File: config.mk
export PLATFORM = sky130hd
export DESIGN_NAME = fwd_hazard_unit
export DESIGN_NICKNAME = d
export VERILOG_FILES = /design/src/rtl/fwd_pkg.sv /design/src/rtl/fwd_select.sv /design/src/rtl/fwd_hazard_unit.sv
export SDC_FILE = /design/constraint.sdc
export NUM_CORES = 1
export LEC_CHECK = 0
export CAP_MARGIN = 20
export CORE_ASPECT_RATIO = 1.5
export CORE_MARGIN = 2
export CORE_UTILIZATION = 65
export CTS_BUF_LIST = sky130_fd_sc_hd__clkbuf_4 sky130_fd_sc_hd__clkbuf_8
export DETAILED_ROUTE_END_ITERATION = 10
export DONT_BUFFER_PORTS = 1
export HOLD_SLACK_MARGIN = 0.05
export PLACE_DENSITY = 0.81
export SLEW_MARGIN = 0
export SYNTH_ARGS = -nofsm -noshare
export SYNTH_HDL_FRONTEND = slang
export SYNTH_HIERARCHICAL = 1
export SYNTH_SLANG_ARGS = --single-unit
File: constraint.sdc
create_clock -name clk -period 1.9 [get_ports clk]
set_clock_uncertainty 0.1 [all_clocks]
set_input_delay 0.095 -clock clk [delete_from_list [all_inputs] [get_ports clk]]
set_output_delay 0.095 -clock clk [all_outputs]
set_load 0.01 [all_outputs]
File: src/rtl/fwd_pkg.sv
// Shared types and constants for the forwarding/hazard unit: select codes,
// pipeline tag records and the common tag-hit test.
package fwd_pkg;

  localparam int unsigned REG_BITS = 5;
  localparam logic [REG_BITS-1:0] ZERO_REG = REG_BITS'(31);

  // Encoding matches the operand 4:1 mux input order.
  typedef enum logic [1:0] {
    FWD_RF    = 2'b00,
    FWD_EXMEM = 2'b01,
    FWD_MEMWB = 2'b10,
    FWD_IMM   = 2'b11
  } fwd_sel_t;

  typedef struct packed {
    logic [REG_BITS-1:0] rd;
    logic                regwrite;
  } stage_tag_t;

  typedef struct packed {
    logic [REG_BITS-1:0] rn;
    logic [REG_BITS-1:0] rm;
    logic [REG_BITS-1:0] rd;
    logic                use_rn;
    logic                use_rm;
    logic                regwrite;
    logic                memread;
    logic                alusrc;
  } idex_tag_t;

  // A later stage can supply rs only if it really writes it and rs is not XZR.
  function automatic logic tag_hits(stage_tag_t tag, logic [REG_BITS-1:0] rs, logic use_rs);
    return tag.regwrite && use_rs && (tag.rd == rs) && (rs != ZERO_REG);
  endfunction

endpackage

File: src/rtl/fwd_select.sv
// Priority select for one ALU operand: immediate override, then EX/MEM,
// then MEM/WB, else the register file.
module fwd_select
  import fwd_pkg::*;
(
  input  logic [REG_BITS-1:0] rs,
  input  logic                use_rs,
  input  logic                imm_sel,
  input  stage_tag_t          exmem,
  input  stage_tag_t          memwb,
  output fwd_sel_t            sel
);

  always_comb begin
    sel = FWD_RF;
    if (imm_sel) begin
      sel = FWD_IMM;
    end else if (tag_hits(exmem, rs, use_rs)) begin
      sel = FWD_EXMEM;
    end else if (tag_hits(memwb, rs, use_rs)) begin
      sel = FWD_MEMWB;
    end
  end

endmodule

File: src/rtl/fwd_hazard_unit.sv
// Tag pipeline (ID/EX, EX/MEM, MEM/WB) with operand forwarding selects,
// load-use stall detection and the register-file write tag.
module fwd_hazard_unit
  import fwd_pkg::*;
(
  input  logic                clk,
  input  logic                reset,
  input  logic [REG_BITS-1:0] id_rn,
  input  logic [REG_BITS-1:0] id_rm,
  input  logic                id_use_rn,
  input  logic                id_use_rm,
  input  logic [REG_BITS-1:0] id_rd,
  input  logic                id_regwrite,
  input  logic                id_memread,
  input  logic                id_alusrc,
  input  logic                flush,
  output logic [1:0]          fwd_a,
  output logic [1:0]          fwd_b,
  output logic                load_stall,
  output logic [REG_BITS-1:0] wb_rd,
  output logic                wb_regwrite
);

  idex_tag_t  idex_q, idex_d;
  stage_tag_t exmem_q, memwb_q;
  fwd_sel_t   sel_a, sel_b;

  // The load's data is not ready until MEM/WB, so a dependent ID instruction waits one cycle.
  assign load_stall = idex_q.memread && idex_q.regwrite && (idex_q.rd != ZERO_REG) &&
                      ((id_use_rn && (id_rn == idex_q.rd)) ||
                       (id_use_rm && (id_rm == idex_q.rd)));

  always_comb begin
    idex_d = '0;
    if (!(flush || load_stall)) begin
      idex_d.rn       = id_rn;
      idex_d.rm       = id_rm;
      idex_d.rd       = id_rd;
      idex_d.use_rn   = id_use_rn;
      idex_d.use_rm   = id_use_rm;
      idex_d.regwrite = id_regwrite;
      idex_d.memread  = id_memread;
      idex_d.alusrc   = id_alusrc;
    end
  end

  always_ff @(posedge clk) begin
    if (!reset) begin
      idex_q  <= '0;
      exmem_q <= '0;
      memwb_q <= '0;
    end else begin
      idex_q           <= idex_d;
      exmem_q.rd       <= idex_q.rd;
      exmem_q.regwrite <= idex_q.regwrite;
      memwb_q          <= exmem_q;
    end
  end

  fwd_select u_sel_a (
    .rs      (idex_q.rn),
    .use_rs  (idex_q.use_rn),
    .imm_sel (1'b0),
    .exmem   (exmem_q),
    .memwb   (memwb_q),
    .sel     (sel_a)
  );

  fwd_select u_sel_b (
    .rs      (idex_q.rm),
    .use_rs  (idex_q.use_rm),
    .imm_sel (idex_q.alusrc),
    .exmem   (exmem_q),
    .memwb   (memwb_q),
    .sel     (sel_b)
  );

  assign fwd_a       = sel_a;
  assign fwd_b       = sel_b;
  assign wb_rd       = memwb_q.rd;
  assign wb_regwrite = memwb_q.regwrite;

endmodule

==> results of run 1 <==
## Yosys cell counts, drive strengths merged (3+ instances only)
cell type and instances:
dfxtp 32, nor4 4, xor2 14, and3 5
nand2 25, a21oi 20, and2 13, buf 4
clkbuf 3, xnor2 16, nand4 4
## per-layer routing
layer  wire length [um]  part of all wire [%]  vias to the layer above  track usage, %
met5                  0                     0                        -               0
li1                   -                     -                      596               -
met1               1842                    33                      663           43.39
met2               2591                    46                      155           71.88
met4                532                   9.4                        0           30.41
met3                699                    12                       52           9.226
## cell type report
| type | count | area (um2) |
|---|---|---|
| well taps | 22 | 27.53 |
| multi-input cells | 112 | 730.7 |
| flip-flops and latches | 32 | 645.6 |
| clock buffers | 8 | 66.31 |
| fillers | 49 | 86.33 |
| repair buffers | 49 | 470.5 |
## worst register-to-register path: cells and delay by family (launching register included)
kind	cells	cell delay [ps]
buf+inv	2	330
compound gates	2	360
xor+xnor	1	300
simple gates	1	190
flops	1	380
## per-stage QoR
stage	hold WS (ps)	TNS, ps
after floorplan	111.1	0
after CTS	95.01	0
after detailed placement	118.3	0
after global placement	113.0	0
final	167.1	0
after global routing	176.1	-55.36
## sequential cells by signal, summed over array words and instances, names as in the netlist
register     cells
idex_q          20
exmem_q          6
wb_rd            5
wb_regwrite      1
## power by group
| part | total, mW | internal, mW | leakage [nW] | switching [mW] |
|---|---|---|---|---|
| Combinational | 0.189 | 0.0996 | 0.510 | 0.0894 |
| Sequential | 0.724 | 0.694 | 0.264 | 0.0302 |
| Clock | 0.447 | 0.211 | 0.0394 | 0.236 |
## worst max-delay path by stage
stage / start / end / slack (ps) / depth (start not counted)
after floorplan: exmem_q[5] / fwd_a[1] / 590 / 4
after global placement: idex_q[5] / idex_q[11] / 360 / 5
after detailed placement: idex_q[5] / idex_q[1] / 310 / 5
after CTS: idex_q[7] / load_stall / 30 / 4
after global routing: exmem_q[5] / fwd_b[1] / -50 / 4
final: exmem_q[5] / fwd_b[1] / 2 / 4
## what timing repair did
item                                    CTS  global route
cloned                                    0             0
pin swaps                                 0             4
endpoints found under the hold margin    32             0
resized for setup                         1             5
hold buffers                             41             0
buffers inserted                          0             3
endpoints found under the setup margin    1             3
## cell families (layout without fill, tap and decap cells)
family | after synthesis | in the layout | share of synthesized area (%)
AOI/OAI and AO/OA | 24 | 24 | 10.48
xor gates and xnor gates | 30 | 30 | 18.80
buffers and inverters | 7 | 57 | 3.133
DFF | 32 | 32 | 45.84
other | 1 | 2 | 0.2683
and+or+nand+nor | 56 | 56 | 21.49
==> impl_metrics.py, run 1 <==
metrics = {
    "setup_path": {
        "reg2reg_depth": 6,
        "startpoint_type": "flip-flop",
        "slowest_delay_ps": 370,
        "critPathTopFamily": "simple AND/OR/NAND/NOR gates",
        "r2r-start": "idex_q[8]",
        "worstPathMaxFanout": 3,
        "cpMaxStageDelayCell": "dfxtp_1",
        "r2r_slack_ps": 110,
        "crit_chain": "xor2_1, nor4_2, nand4_1, a41o_1",
        "r2r_end": "idex_q[19]",
        "critPathRequiredTime_ps": 1700,
        "worst-path-buf-inv": 0,
        "cp.arrival_ps": 1700,
        "cp-end-kind": "output pin",
        "path_class": "reg -> out",
    },
    "grt": {
        "grt_start_max_net_pins": 21,
        "grt_pass1_wl_mm": 7.258,
        "first_global_vias": 1397,
        "gr-usage-all-layers_pct": 41.06,
        "gr-total-overflow": 0,
        "antenna_found_initial": 0,
    },
    "clocking": {
        "cts_made_buffers": 5,
        "clock_latency_ps": 340,
        "cts.sink_count": 32,
        "cts_tree": "yes",
        "h-tree-depth": 2,
        "clk_pin_slew_ps": 100,
        "cts_buffer_depth": 2,
        "root_buffer": "clkbuf_4",
    },
    "routing": {
        "avgRoutedWirePerCell_um": 25.40,
        "drtAntennaViolNets": 0,
        "vias_per_cell": 6.574,
        "drtIter0Drc": 145,
        "firstDrtPassIters": 7,
        "num_vias": 1466,
        "wirelength_mm": 5.665,
        "drcViolationCount": 0,
    },
    "yosys": {
        "async_flop_share_pct": 0,
        "synth_top_cell_area_share_pct": 45.84,
        "ys_seq_area_share_pct": 45.84,
        "syn_area_per_cell_um2": 9.317,
        "yosysTopAreaCell": "dfxtp_1",
        "yosys_warnings": 6,
        "synth_edf_count": 0,
        "yosysUniqueCellTypes": 21,
        "synthCells": 150,
        "synth_area_leaders": "dfxtp_1 (46%), xnor2_1 (10%), xor2_1 (8.8%), nand2_1 (6.7%), a21oi_1 (6.4%)",
        "synth_top_flop_cell": "dfxtp_1",
        "synth_area_um2": 1398,
        "ys_ff_latch": 32,
    },
    "floorplanning": {
        "placementRows": 20,
        "initial_core_util_pct": 68.95,
        "core_area_um2": 2027,
        "ios": 34,
        "die-area_um2": 2545,
        "die_w_um": 41.86,
        "dieHeight_um": 60.79,
    },
    "cells_and_area": {
        "drive_above_1_share_pct": 12.94,
        "instances_no_fill": 223,
        "num_antenna_cells": 0,
        "fin_nets": 223,
        "mostFrequentLayoutCell": "dlygate4sd3_1",
        "finish.utilization_pct": 95.74,
        "syn_to_final_growth_pct": 38.85,
        "stdcell_area_um2": 1941,
        "final_cell_mix": "dlygate4sd3_1 (41), dfxtp_1 (28), nand2_1 (25)",
    },
    "power": {
        "irDropWorstVdd_mv": 0.6478,
        "p_per_area_nw_per_um2": 700.6,
        "fin_total_pwr_mw": 1.360,
        "p_leak_nw": 0.8126,
    },
    "hold_path": {
        "worstHoldStart": "id_rm[3]",
        "hold_path_end": "idex_q[8]",
        "hold_path_class": "in -> reg",
        "min_path_cells": 4,
    },
    "run_status": {
        "status": "completed",
    },
    "placement": {
        "placed_area_um2": 1423,
        "post-dp-hpwl_mm": 2.145,
        "place_ws_ps": 313.3,
        "dp_cells": 171,
        "io_buffers": 0,
        "gp_congestion": 0.8454,
    },
    "timing": {
        "finalCriticalPeriod_ps": 1898,
        "drv_slew": 0,
        "period_share_pct": 99.88,
        "setup_viol": 0,
        "fmax_mhz": 527.0,
        "hold_violations": 0,
        "fin_ws_ps": 2.298,
    },
    "run": {
        "cap_violations": 0,
    },
}
(Power assumes the default switching activity.)
==> run 2, diff against run 1 <==
--- a/config.mk
+++ b/config.mk
@@ -8,12 +8,12 @@
 export CAP_MARGIN = 20
 export CORE_ASPECT_RATIO = 1.5
 export CORE_MARGIN = 2
-export CORE_UTILIZATION = 65
+export CORE_UTILIZATION = 47
 export CTS_BUF_LIST = sky130_fd_sc_hd__clkbuf_4 sky130_fd_sc_hd__clkbuf_8
 export DETAILED_ROUTE_END_ITERATION = 10
 export DONT_BUFFER_PORTS = 1
 export HOLD_SLACK_MARGIN = 0.05
-export PLACE_DENSITY = 0.81
+export PLACE_DENSITY = 0.67
 export SLEW_MARGIN = 0
 export SYNTH_ARGS = -nofsm -noshare
 export SYNTH_HDL_FRONTEND = slang
==> impl_metrics.py, run 2 (synthesized netlist as in run 1, its figures left out) <==
metrics = {
    "cells_and_area": {
        "fillCellCount": 272,
        "mostFrequentLayoutCell": "dfxtp_1",
        "fin_nets": 199,
        "instances_no_fill": 216,
        "top_register": "idex_q",
        "final_cell_mix": "dfxtp_1 (31), nand2_1 (25), dlygate4sd3_1 (21)",
        "drive_above_1_share_pct": 10.73,
        "finish.utilization_pct": 61.50,
        "syn_to_final_growth_pct": 26.86,
        "largest_reg_flops": 20,
        "num_antenna_cells": 0,
    },
    "clocking": {
        "cts.sink_count": 32,
        "clock_latency_ps": 280,
        "clk_pin_slew_ps": 60,
        "cts_tree": "yes",
        "root_buffer": "clkbuf_8",
        "cts_made_buffers": 5,
        "h-tree-depth": 2,
        "cts_buffer_depth": 2,
    },
    "timing": {
        "drv_slew": 0,
        "fin_setup_tns_ps": 0,
        "finalCriticalPeriod_ps": 1775,
        "rsz0062_at_grt": "false",
        "fmax_mhz": 563.4,
        "hold_violations": 0,
        "setup_viol": 0,
        "period_share_pct": 93.42,
    },
    "power": {
        "p_sw_mw": 0.3166,
        "p_leak_nw": 0.7672,
        "intPower_mw": 1.173,
        "fin_total_pwr_mw": 1.490,
        "p_per_area_nw_per_um2": 840.2,
        "swShare_pct": 21.26,
        "power_frac_clock_pct": 42.8,
        "p_seq_share_pct": 48.2,
        "irDropWorstVdd_mv": 0.6691,
        "power.combinational.fraction_pct": 9.0,
    },
    "floorplanning": {
        "die-area_um2": 3435,
        "dieHeight_um": 70.79,
        "initial_core_util_pct": 48.48,
        "core_area_um2": 2883,
        "die_w_um": 48.53,
        "placementRows": 24,
        "ios": 34,
    },
    "grt": {
        "grt_pass1_wl_mm": 5.188,
        "gr-total-overflow": 0,
        "gr-usage-all-layers_pct": 19.96,
        "first_global_vias": 1155,
        "grt_start_max_net_pins": 21,
        "antenna_found_initial": 0,
    },
    "routing": {
        "drtAntennaViolNets": 0,
        "drcViolationCount": 0,
        "wirelength_mm": 2.977,
        "vias_per_cell": 5.019,
        "firstDrtPassIters": 4,
        "num_vias": 1084,
        "drtIter0Drc": 17,
        "avgRoutedWirePerCell_um": 13.78,
    },
    "placement": {
        "post-dp-hpwl_mm": 2.205,
        "io_buffers": 0,
        "dp_cells": 187,
        "gp_congestion": 0.7842,
    },
    "setup_path": {
        "path_class": "reg -> out",
        "cpMaxStageDelayCell": "dfxtp_1",
        "worst-path-buf-inv": 0,
        "critPathRequiredTime_ps": 1700,
        "cp-end-kind": "output pin",
        "critPathTopFamily": "simple AND/OR/NAND/NOR gates",
        "crit_chain": "xor2_1, nor4_2, and3_1, a41o_1",
        "slowest_delay_ps": 430,
        "cp.arrival_ps": 1580,
        "worstPathMaxFanout": 3,
        "startpoint_type": "flip-flop",
    },
    "run": {
        "cap_violations": 0,
    },
    "hold_path": {
        "hold_path_class": "in -> reg",
    },
    "run_status": {
        "status": "completed",
    },
}
==> run 2: metrics by stage <==
| stage | setup WS, ps | hold WS [ps] | instance area [um2] |
|---|---|---|---|
| 2_1_floorplan | 592.1 | 111.1 | 1401 |
| 3_3_place_gp | 367.8 | 118.1 | 1436 |
| 3_5_place_dp | 337.7 | 117.8 | 1436 |
| 4_1_cts | 68.61 | 72.36 | 1758 |
| 5_1_grt | 14.32 | 81.26 | 1773 |
| 6_report | 125.0 | 81.54 | 1773 |
==> run 2: worst reg2reg max path, stage by stage, from the launching register on <==
cell	delay (ps)
dfxtp_1	420
xnor2_1	150
nand4_1	170
o22ai_4	310
buf_4	210
a21oi_1	70
==> run 2: cell type report <==
class / count / area, um2 / share of cell area, %
flip-flops and latches: 32 / 641.9 / 36.20
multi-input cells: 112 / 730.7 / 41.21
clock inverters: 2 / 35.03 / 1.976
clock buffers: 6 / 76.32 / 4.305
well taps: 39 / 48.80 / 2.752
repair buffers: 25 / 240.2 / 13.55
==> run 2: repair_timing <==
item	CTS	global route
hold buffers	21	0
gates resized for setup	0	3
setup endpoints to repair	0	2
endpoints found under the hold margin	32	0
buffers inserted	0	0
==> run 2: final timing paths <==
| kind | start | to | slack (ps) | cells past startpoint |
|---|---|---|---|---|
| setup / recovery | wb_rd[4] | fwd_b[1] | 120 | 4 |
| hold / removal | flush | idex_q[1] | 80 | 4 |
| setup reg to reg | idex_q[6] | idex_q[6] | 360 | 5 |
| hold reg to reg | idex_q[2] | exmem_q[0] | 360 | 1 |
==> run 2: power groups by stage <==
stage                     registers (mW)  logic, mW  clock network, mW
after floorplan                    0.727     0.0789                  0
after global placement             0.733     0.0890                  0
after detailed placement           0.734     0.0903                  0
after CTS                          0.718      0.128              0.660
after global routing               0.722      0.148              0.694
final                              0.719      0.134              0.637
==> run 2: routing by layer <==
layer / track usage [%] / share of wire (%)
met5: 0 / 0
met4: 10.16 / 2.5
met3: 6.751 / 7.0
met2: 35.34 / 53
met1: 20.91 / 37
==> run 3, diff against run 2 <==
--- a/config.mk
+++ b/config.mk
@@ -13,7 +13,7 @@
 export DETAILED_ROUTE_END_ITERATION = 10
 export DONT_BUFFER_PORTS = 1
 export HOLD_SLACK_MARGIN = 0.05
-export PLACE_DENSITY = 0.67
+export PLACE_DENSITY = 0.61
 export SLEW_MARGIN = 0
 export SYNTH_ARGS = -nofsm -noshare
 export SYNTH_HDL_FRONTEND = slang
==> impl_metrics.py, run 3 (synthesized netlist as in run 1, its figures left out) <==
metrics = {
    "floorplanning": {
        "placementRows": 24,
        "dieHeight_um": 70.79,
        "initial_core_util_pct": 48.48,
        "core_area_um2": 2883,
        "ios": 34,
        "die-area_um2": 3435,
        "die_w_um": 48.53,
    },
    "routing": {
        "drcViolationCount": 0,
        "vias_per_cell": 5.093,
        "dr.max_layer_used": "met4",
        "wl_met2_mm": 1.674,
        "drtAntennaViolNets": 0,
        "num_vias": 1100,
        "avgRoutedWirePerCell_um": 13.97,
        "drtIter0Drc": 23,
        "firstDrtPassIters": 5,
        "route.met3.wl_um": 202,
        "wirelength_mm": 3.017,
        "wl_met1_mm": 1.052,
    },
    "timing": {
        "fin_setup_tns_ps": 0,
        "fmax_mhz": 560.7,
        "setup_viol": 0,
        "hold_violations": 0,
        "finalCriticalPeriod_ps": 1783,
        "rsz0062_at_grt": "false",
        "drv_slew": 0,
        "period_share_pct": 93.86,
    },
    "cells_and_area": {
        "largest_reg_flops": 20,
        "stdcell_area_um2": 1750,
        "final_cell_mix": "dfxtp_1 (32), nand2_1 (25), dlygate4sd3_1 (21)",
        "fin_nets": 200,
        "drive_above_1_share_pct": 9.605,
        "syn_to_final_growth_pct": 25.25,
        "top_register": "idex_q",
        "mostFrequentLayoutCell": "dfxtp_1",
        "num_antenna_cells": 0,
    },
    "hold_path": {
        "min_path_cells": 4,
        "hold_path_end": "idex_q[9]",
        "worstHoldStart": "flush",
        "hold_path_class": "in -> reg",
    },
    "setup_path": {
        "r2r_slack_ps": 470,
        "cp.arrival_ps": 1590,
        "r2r_end": "idex_q[13]",
        "crit_path_start": "wb_rd[2]",
        "critPathRequiredTime_ps": 1700,
        "path_class": "reg -> out",
        "cp-end-kind": "output pin",
        "startpoint_type": "flip-flop",
        "reg2reg_depth": 5,
        "worstPathMaxFanout": 3,
        "r2r-start": "idex_q[9]",
    },
    "clocking": {
        "root_buffer": "clkbuf_8",
        "cts_buffer_depth": 2,
        "clk_pin_slew_ps": 60,
        "cts_tree": "yes",
        "cts-resized-gates": 0,
        "clock_latency_ps": 270,
        "cts_made_buffers": 5,
        "cts.sink_count": 32,
        "h-tree-depth": 2,
    },
    "run": {
        "cap_violations": 0,
    },
    "grt": {
        "grt_pass1_wl_mm": 5.050,
        "gr-total-overflow": 0,
        "first_global_vias": 1162,
        "gr-usage-all-layers_pct": 19.27,
        "antenna_found_initial": 0,
        "grt_start_max_net_pins": 21,
    },
    "power": {
        "p_per_area_nw_per_um2": 793.9,
        "p_leak_nw": 0.7628,
        "irDropWorstVdd_mv": 0.7096,
    },
    "run_status": {
        "status": "completed",
    },
    "placement": {
        "post-dp-hpwl_mm": 2.194,
        "io_buffers": 0,
        "gp_congestion": 0.7984,
        "placed_area_um2": 1444,
    },
}
-- run 3: worst max-delay path by stage --
stage                     cells after the start  endpoint  slack, ps
after global placement                        4  fwd_b[1]        390
final                                         4  fwd_a[1]        120
after floorplan                               4  fwd_a[1]        590
after detailed placement                      4  fwd_b[1]        390
after CTS                                     4  fwd_b[1]         80
after global routing                          4  fwd_a[1]          4
-- run 3: cell type report --
type | count | area [um2]
sequential | 32 | 640.6
timing repair buffer | 26 | 247.7
fill | 283 | 1132
multi-input combinational | 112 | 716.9
clock buffer | 7 | 96.34
tap | 39 | 48.80
-- run 3: through the flow --
| stage | hold WS (ps) | power (mW) | util (%) | setup WS (ps) | std cells |
|---|---|---|---|---|---|
| after detailed placement | 115.4 | 0.8244 | 50.09 | 390.5 | 188 |
| after global placement | 113.7 | 0.8220 | 50.09 | 391.2 | 188 |
| after CTS | 74.49 | 1.406 | 60.72 | 79.42 | 216 |
| after global routing | 95.34 | 1.460 | 60.72 | 4.390 | 216 |
| after floorplan | 111.1 | 0.8057 | - | 592.1 | 151 |
| final | 88.97 | 1.390 | 60.72 | 116.6 | 216 |
-- run 3: layer usage --
layer | global-route usage [%] | up-vias
met5 | 0 | -
li1 | - | 547
met2 | 37.65 | 40
met1 | 17.34 | 506
met3 | 5.907 | 7
met4 | 10.16 | 0
-- run 3: critical path, cell delays in order, from the launching register on --
cell and delay [ps]:
dfxtp_1 430, xor2_1 100, nor4_1 340, and3_1 220, a41o_1 230
-- run 3: report_power, final --
group | leakage [nW] | internal (mW) | switching (mW)
registers | 0.262 | 0.694 | 0.0239
logic | 0.451 | 0.0748 | 0.0557
clock network | 0.0503 | 0.322 | 0.219
-- run 3: timing repair --
item / 4_1_cts / 5_1_grt
endpoints found under the setup margin: 0 / 0
buffers inserted: 0 / 0
hold buffers: 21 / 0
endpoints found under the hold margin: 32 / 0
